$ cat config.mk
export PLATFORM = sky130hd
export DESIGN_NAME = rs_dispatch_sink
export DESIGN_NICKNAME = d
export VERILOG_FILES = /design/src/rtl/rs_dispatch_sink.sv
export SDC_FILE = /design/constraint.sdc
export NUM_CORES = 1
export LEC_CHECK = 0
export ABC_AREA = 1
export CORE_UTILIZATION = 50
export DETAILED_ROUTE_END_ITERATION = 10
export PLACE_DENSITY_LB_ADDON = 0.25
export SLEW_MARGIN = 20
export SYNTH_ARGS = -nofsm -noshare
export SYNTH_HDL_FRONTEND = slang
export SYNTH_SLANG_ARGS = --single-unit
$ cat constraint.sdc
create_clock -name i_clk -period 2.3 [get_ports i_clk]
set_clock_uncertainty 0.05 [all_clocks]
set_input_delay 0.23 -clock i_clk [delete_from_list [all_inputs] [get_ports i_clk]]
set_output_delay 0.23 -clock i_clk [all_outputs]
set_load 0.05 [all_outputs]
$ cat src/rtl/rs_dispatch_sink.sv
// Dispatch receiver: two in-order reservation stations (add/sub, mul/div) with a register
// busy scoreboard cleared by the CDB. Define RS_STATS_EN to add dispatch/drop counters.
module rs_dispatch_sink #(
    parameter int unsigned AS_DEPTH = 3,
    parameter int unsigned MD_DEPTH = 2
) (
    input  logic        i_clk,
    input  logic        i_clear,
`ifdef RS_STATS_EN
    output logic [15:0] o_disp_cnt,
    output logic [15:0] o_drop_cnt,
`endif
    input  logic        i_disp_valid,
    input  logic [8:0]  i_instr,
    output logic        o_as_full,
    output logic        o_md_full,
    output logic        o_as_valid,
    input  logic        i_as_ready,
    output logic [2:0]  o_as_op,
    output logic [2:0]  o_as_rd,
    output logic [2:0]  o_as_rs,
    output logic        o_md_valid,
    input  logic        i_md_ready,
    output logic [2:0]  o_md_op,
    output logic [2:0]  o_md_rd,
    output logic [2:0]  o_md_rs,
    input  logic        i_cdb_valid,
    input  logic [2:0]  i_cdb_reg
);

    localparam int unsigned AW       = $clog2(AS_DEPTH + 1);
    localparam int unsigned MW       = $clog2(MD_DEPTH + 1);
    // Storage is rounded up to a power of two so pointer width matches the index width.
    localparam int unsigned AS_SLOTS = 1 << AW;
    localparam int unsigned MD_SLOTS = 1 << MW;
    localparam logic [AW-1:0] AS_CAP  = AW'(AS_DEPTH);
    localparam logic [AW-1:0] AS_LAST = AW'(AS_DEPTH - 1);
    localparam logic [MW-1:0] MD_CAP  = MW'(MD_DEPTH);
    localparam logic [MW-1:0] MD_LAST = MW'(MD_DEPTH - 1);

    logic [8:0]    r_as_mem [AS_SLOTS];
    logic [AW-1:0] r_as_head;
    logic [AW-1:0] r_as_tail;
    logic [AW-1:0] r_as_cnt;
    logic          r_as_full;

    logic [8:0]    r_md_mem [MD_SLOTS];
    logic [MW-1:0] r_md_head;
    logic [MW-1:0] r_md_tail;
    logic [MW-1:0] r_md_cnt;
    logic          r_md_full;

    logic [7:0]    r_busy;

    logic [2:0]    w_opc;
    logic          w_as_push;
    logic          w_md_push;
    logic [8:0]    w_as_head;
    logic [8:0]    w_md_head;
    logic          w_as_ne;
    logic          w_md_ne;
    logic          w_as_rdy;
    logic          w_md_rdy;
    logic          w_rd_conflict;
    logic          w_as_pop;
    logic          w_md_pop;
    logic [AW-1:0] w_as_head_inc;
    logic [AW-1:0] w_as_tail_inc;
    logic [AW-1:0] w_as_cnt_next;
    logic [MW-1:0] w_md_head_inc;
    logic [MW-1:0] w_md_tail_inc;
    logic [MW-1:0] w_md_cnt_next;
    logic [7:0]    w_busy_next;

    // Dispatch decode; opcode 1xx is never accepted.
    assign w_opc     = i_instr[8:6];
    assign w_as_push = i_disp_valid & ~w_opc[2] & ~w_opc[1] & (r_as_cnt < AS_CAP);
    assign w_md_push = i_disp_valid & ~w_opc[2] &  w_opc[1] & (r_md_cnt < MD_CAP);

    assign w_as_head = r_as_mem[r_as_head];
    assign w_md_head = r_md_mem[r_md_head];
    assign w_as_ne   = (r_as_cnt != '0);
    assign w_md_ne   = (r_md_cnt != '0);

    assign w_as_rdy = w_as_ne & ~r_busy[w_as_head[5:3]] & ~r_busy[w_as_head[2:0]];
    assign w_md_rdy = w_md_ne & ~r_busy[w_md_head[5:3]] & ~r_busy[w_md_head[2:0]];

    // Both heads writing the same rd: add/sub wins, mul/div waits.
    assign w_rd_conflict = w_as_rdy & w_md_rdy & (w_as_head[5:3] == w_md_head[5:3]);

    assign o_as_valid = w_as_rdy;
    assign o_md_valid = w_md_rdy & ~w_rd_conflict;
    assign w_as_pop   = o_as_valid & i_as_ready;
    assign w_md_pop   = o_md_valid & i_md_ready;

    assign o_as_op = w_as_ne ? w_as_head[8:6] : 3'd0;
    assign o_as_rd = w_as_ne ? w_as_head[5:3] : 3'd0;
    assign o_as_rs = w_as_ne ? w_as_head[2:0] : 3'd0;
    assign o_md_op = w_md_ne ? w_md_head[8:6] : 3'd0;
    assign o_md_rd = w_md_ne ? w_md_head[5:3] : 3'd0;
    assign o_md_rs = w_md_ne ? w_md_head[2:0] : 3'd0;

    assign o_as_full = r_as_full;
    assign o_md_full = r_md_full;

    assign w_as_head_inc = (r_as_head == AS_LAST) ? '0 : r_as_head + 1'b1;
    assign w_as_tail_inc = (r_as_tail == AS_LAST) ? '0 : r_as_tail + 1'b1;
    assign w_md_head_inc = (r_md_head == MD_LAST) ? '0 : r_md_head + 1'b1;
    assign w_md_tail_inc = (r_md_tail == MD_LAST) ? '0 : r_md_tail + 1'b1;

    always_comb begin
        w_as_cnt_next = r_as_cnt;
        case ({w_as_push, w_as_pop})
            2'b10:   w_as_cnt_next = r_as_cnt + 1'b1;
            2'b01:   w_as_cnt_next = r_as_cnt - 1'b1;
            default: w_as_cnt_next = r_as_cnt;
        endcase
    end

    always_comb begin
        w_md_cnt_next = r_md_cnt;
        case ({w_md_push, w_md_pop})
            2'b10:   w_md_cnt_next = r_md_cnt + 1'b1;
            2'b01:   w_md_cnt_next = r_md_cnt - 1'b1;
            default: w_md_cnt_next = r_md_cnt;
        endcase
    end

    // Clear first so an issue to the same register in this cycle leaves it busy.
    always_comb begin
        w_busy_next = r_busy;
        if (i_cdb_valid) begin
            w_busy_next[i_cdb_reg] = 1'b0;
        end
        if (w_as_pop) begin
            w_busy_next[w_as_head[5:3]] = 1'b1;
        end
        if (w_md_pop) begin
            w_busy_next[w_md_head[5:3]] = 1'b1;
        end
    end

    // Entry storage needs no reset: reads are masked while a station is empty.
    always_ff @(posedge i_clk) begin
        if (!i_clear && w_as_push) begin
            r_as_mem[r_as_tail] <= i_instr;
        end
        if (!i_clear && w_md_push) begin
            r_md_mem[r_md_tail] <= i_instr;
        end
    end

    always_ff @(posedge i_clk) begin
        if (i_clear) begin
            r_as_head <= '0;
            r_as_tail <= '0;
            r_as_cnt  <= '0;
            r_as_full <= 1'b0;
            r_md_head <= '0;
            r_md_tail <= '0;
            r_md_cnt  <= '0;
            r_md_full <= 1'b0;
            r_busy    <= '0;
        end else begin
            if (w_as_push) begin
                r_as_tail <= w_as_tail_inc;
            end
            if (w_as_pop) begin
                r_as_head <= w_as_head_inc;
            end
            if (w_md_push) begin
                r_md_tail <= w_md_tail_inc;
            end
            if (w_md_pop) begin
                r_md_head <= w_md_head_inc;
            end
            r_as_cnt  <= w_as_cnt_next;
            r_as_full <= (w_as_cnt_next == AS_CAP);
            r_md_cnt  <= w_md_cnt_next;
            r_md_full <= (w_md_cnt_next == MD_CAP);
            r_busy    <= w_busy_next;
        end
    end

`ifdef RS_STATS_EN
    logic        w_drop;
    logic [15:0] r_disp_cnt;
    logic [15:0] r_drop_cnt;

    assign w_drop = i_disp_valid & ~w_as_push & ~w_md_push;

    always_ff @(posedge i_clk) begin
        if (i_clear) begin
            r_disp_cnt <= '0;
            r_drop_cnt <= '0;
        end else begin
            if (w_as_push || w_md_push) begin
                r_disp_cnt <= r_disp_cnt + 16'd1;
            end
            if (w_drop) begin
                r_drop_cnt <= r_drop_cnt + 16'd1;
            end
        end
    end

    assign o_disp_cnt = r_disp_cnt;
    assign o_drop_cnt = r_drop_cnt;
`endif

endmodule

==> reports/metrics.csv <==
metric;value;unit
cp_top_family;simple AND/OR/NAND/NOR gates;
cts_tree;yes;
ctsRootBufferMaster;clkbuf_8;
path_cells;inv_6 -> buf_6 -> nand2_4 -> nand3_4 -> nand2_4 -> nand2_1 -> nand3_1 -> nand3_1 -> nand2_2 -> nand4_1 -> buf_6 -> nand2_4 -> inv_2 -> buf_8;
place.gp.congestion;0.876;
via_per_inst;5.35;
comb_power_share;25.8;%
die_h;99.1;µm
synth_area_per_cell;9.12;µm²
synth_cells;517;
antenna_found_initial;0;
die_x;99.1;µm
hold_viol;0;
cp_slowest_stage_delay;0.43;ns
drcViolationCount;0;
synth_nets;537;
nNetsFinal;648;
critPathKind;reg2out;
row_count;35;
clock-sinks;98;
hold_path_class;reg2reg;
stdcell_count;744;
crit_top_cell;nand2_4;
fill_cells;710;
grt_max_degree;18;
grt_pass1_wl;18800;µm
routedWlPerCell;15.4;µm
dpl.cell_count;714;
portBuffers;39;
p_int;2.75;mW
cts_buffer_depth;2;
postCtsHoldBufs;0;
final.min_clock_period;2.49;ns
setup_viol;4;
finalMaxSlewViolations;0;
drt_iter0_markers;288;
final_antenna_net_count;0;
multi_input_area;1920;µm²
initial_core_util;51.3;%
startpoint_type;flip-flop;
grt_overflow_total;0;
drive_gt1_share;29.9;%
yosysWarnings;0;
ys_types;34;
seq_area_frac_synth;56.9;%
p_clk_share;25.0;%
grt_pass1_vias;4029;
fin_crit_sh;108;%
htree_levels;3;
fmax;401;MHz
cp.required;2.02;ns
cp_num_buf_inv;5;
wirelength;11500;µm
diodes;0;
fin_util;66.8;%
area_growth;30.3;%
synth_area;4710;µm²
timing.critical_path.fanout_max;8;
layout_commonest_cell;nand2_1;
post-place-ws;-0.451;ns
worst_pin_slew;0.499;ns
fin_ws;-0.192;ns
slew_headroom;66.6;%
grt_use_total;25.0;%
outcome;finished, violations left;
switching_share;30.9;%
seq_power_share;49.2;%
via_count;3981;
clk_latency;0.35;ns
violations;negative setup slack;
cpMaxStageDelayCell;dfxtp_4;
core;9200;µm²
cp.arrival;2.21;ns
power_density;648;nW/µm²
cts_buffers;9;
place_hpwl;8290;µm
seq_area;2690;µm²
die-area;9820;µm²
ys_seq_elements;98;
io_pins;40;
cts.clk_slew.worst_paths;0.10;ns
cp-end-kind;primary output;
dr.pass1.iters;6;
max_cap_violations;0;
vdd_drop_max;0.000418;V
rsz0062_at_grt;yes;
final_cell_mix;nand2_1, nor2_1, buf_4;
p_switching;1.23;mW
leakagePower;2.48;nW
[power by group through the flow]
stage | clock [mW] | sequential [mW] | combinational (mW)
floorplan | 0 | 1.99 | 0.549
global placement | 0 | 1.99 | 0.870
detailed placement | 0 | 1.99 | 0.887
CTS | 1.01 | 1.95 | 0.966
global route | 1.08 | 1.96 | 1.10
finish | 0.994 | 1.96 | 1.03
[worst reg2reg max path, cell delays in order (launching register included)]
cell and delay, ns:
dfxtp_4 0.43, inv_6 0.06, buf_6 0.13, nand2_4 0.06, nand3_4 0.10, nand2_4 0.10, nand2_1 0.06, nand3_1 0.08
nand3_1 0.11, nand2_2 0.10, nand4_1 0.22, nand3_2 0.14, inv_2 0.05, ha_4 0.22, nor3b_4 0.22, nor2_2 0.08
nor4_2 0.21
[timing repair]
| action | CTS | global route |
|---|---|---|
| pin swaps | 27 | 32 |
| setup endpoints to repair | 10 | 24 |
| endpoints found under the hold margin | 0 | 0 |
| setup buffers | 12 | 5 |
| resized for setup | 41 | 41 |
[cell families (layout without fill, tap and decap cells)]
logic type | count (synthesis) | count (layout) | share of synthesized area, %
flip-flops | 98 | 98 | 56.9
AND/OR/NAND/NOR | 297 | 297 | 28.6
XOR/XNOR | 7 | 7 | 1.30
buffers and inverters | 65 | 181 | 7.32
adder cells (fa/ha/maj) | 2 | 2 | 0.531
AO/OA/AOI/OAI | 48 | 48 | 5.31
[synth_stat cells, drive strengths merged]
cell type | count | area share, %
edfxtp | 72 | 46
a31o | 1 | 0.19
xor2 | 1 | 0.19
buf | 15 | 3.3
inv | 48 | 3.8
clkbuf | 2 | 0.16
o21ai | 20 | 2.1
nor3 | 11 | 1.2
o211ai | 2 | 0.32
dfxtp | 26 | 11
a21oi | 24 | 2.5
nand3 | 50 | 6.1
nor2 | 98 | 8.2
nand3b | 1 | 0.16
ha | 2 | 0.53
and2 | 1 | 0.13
nand4 | 15 | 2.1
o22ai | 1 | 0.13
or2 | 2 | 0.27
nor4 | 1 | 0.13
nor3b | 1 | 0.16
nand2 | 117 | 10
xnor2 | 6 | 1.1
[area by class of cell]
class | count | area share, %
Sequential cell | 98 | 43.8
Multi-Input combinational cell | 354 | 31.3
Timing Repair Buffer | 117 | 16.7
Inverter | 48 | 3.14
Tap cell | 111 | 2.26
Clock buffer | 10 | 2.08
Clock inverter | 6 | 0.733
[metrics by stage]
stage	area [µm²]	total power [mW]	TNS (ns)	hold WS, ns
finish	6140	3.98	-0.615	0.392
global route	6140	4.15	-1.89	0.413
CTS	5980	3.93	-0.534	0.390
detailed placement	5560	2.88	-1.94	0.375
global placement	5560	2.86	-1.08	0.361
floorplan	4710	2.54	0	0.279
[state kept, by name, indices dropped and copies added (netlist names), named ones only]
signal     cells
o_md_full      1
r_as_head      2
r_md_tail      2
r_md_cnt       2
r_as_cnt       2
r_as_tail      2
r_md_mem      36
r_busy         8
o_as_full      1
r_as_mem      36
r_md_head      2
[layer usage]
| layer | track usage (%) | wire length, µm | vias up |
|---|---|---|---|
| li1 | - | - | 1948 |
| met1 | 31.0 | 4990 | 1894 |
| met2 | 43.5 | 5720 | 119 |
| met3 | 4.22 | 570 | 20 |
| met4 | 10.3 | 201 | 0 |
| met5 | 0 | 0 | - |
[final timing paths]
path                                  start  cells after the start                   end  slack (ns)
hold / removal    r_md_head[1]$_SDFFE_PP0N_                      2             flip-flop        0.39
setup reg to reg                  flip-flop                     16  o_md_full$_SDFF_PP0_       -0.19
setup / recovery                  flip-flop                     14            o_md_valid       -0.19
hold reg to reg   r_md_head[1]$_SDFFE_PP0N_                      2             flip-flop        0.39
Power figures use the tool's default switching activity.
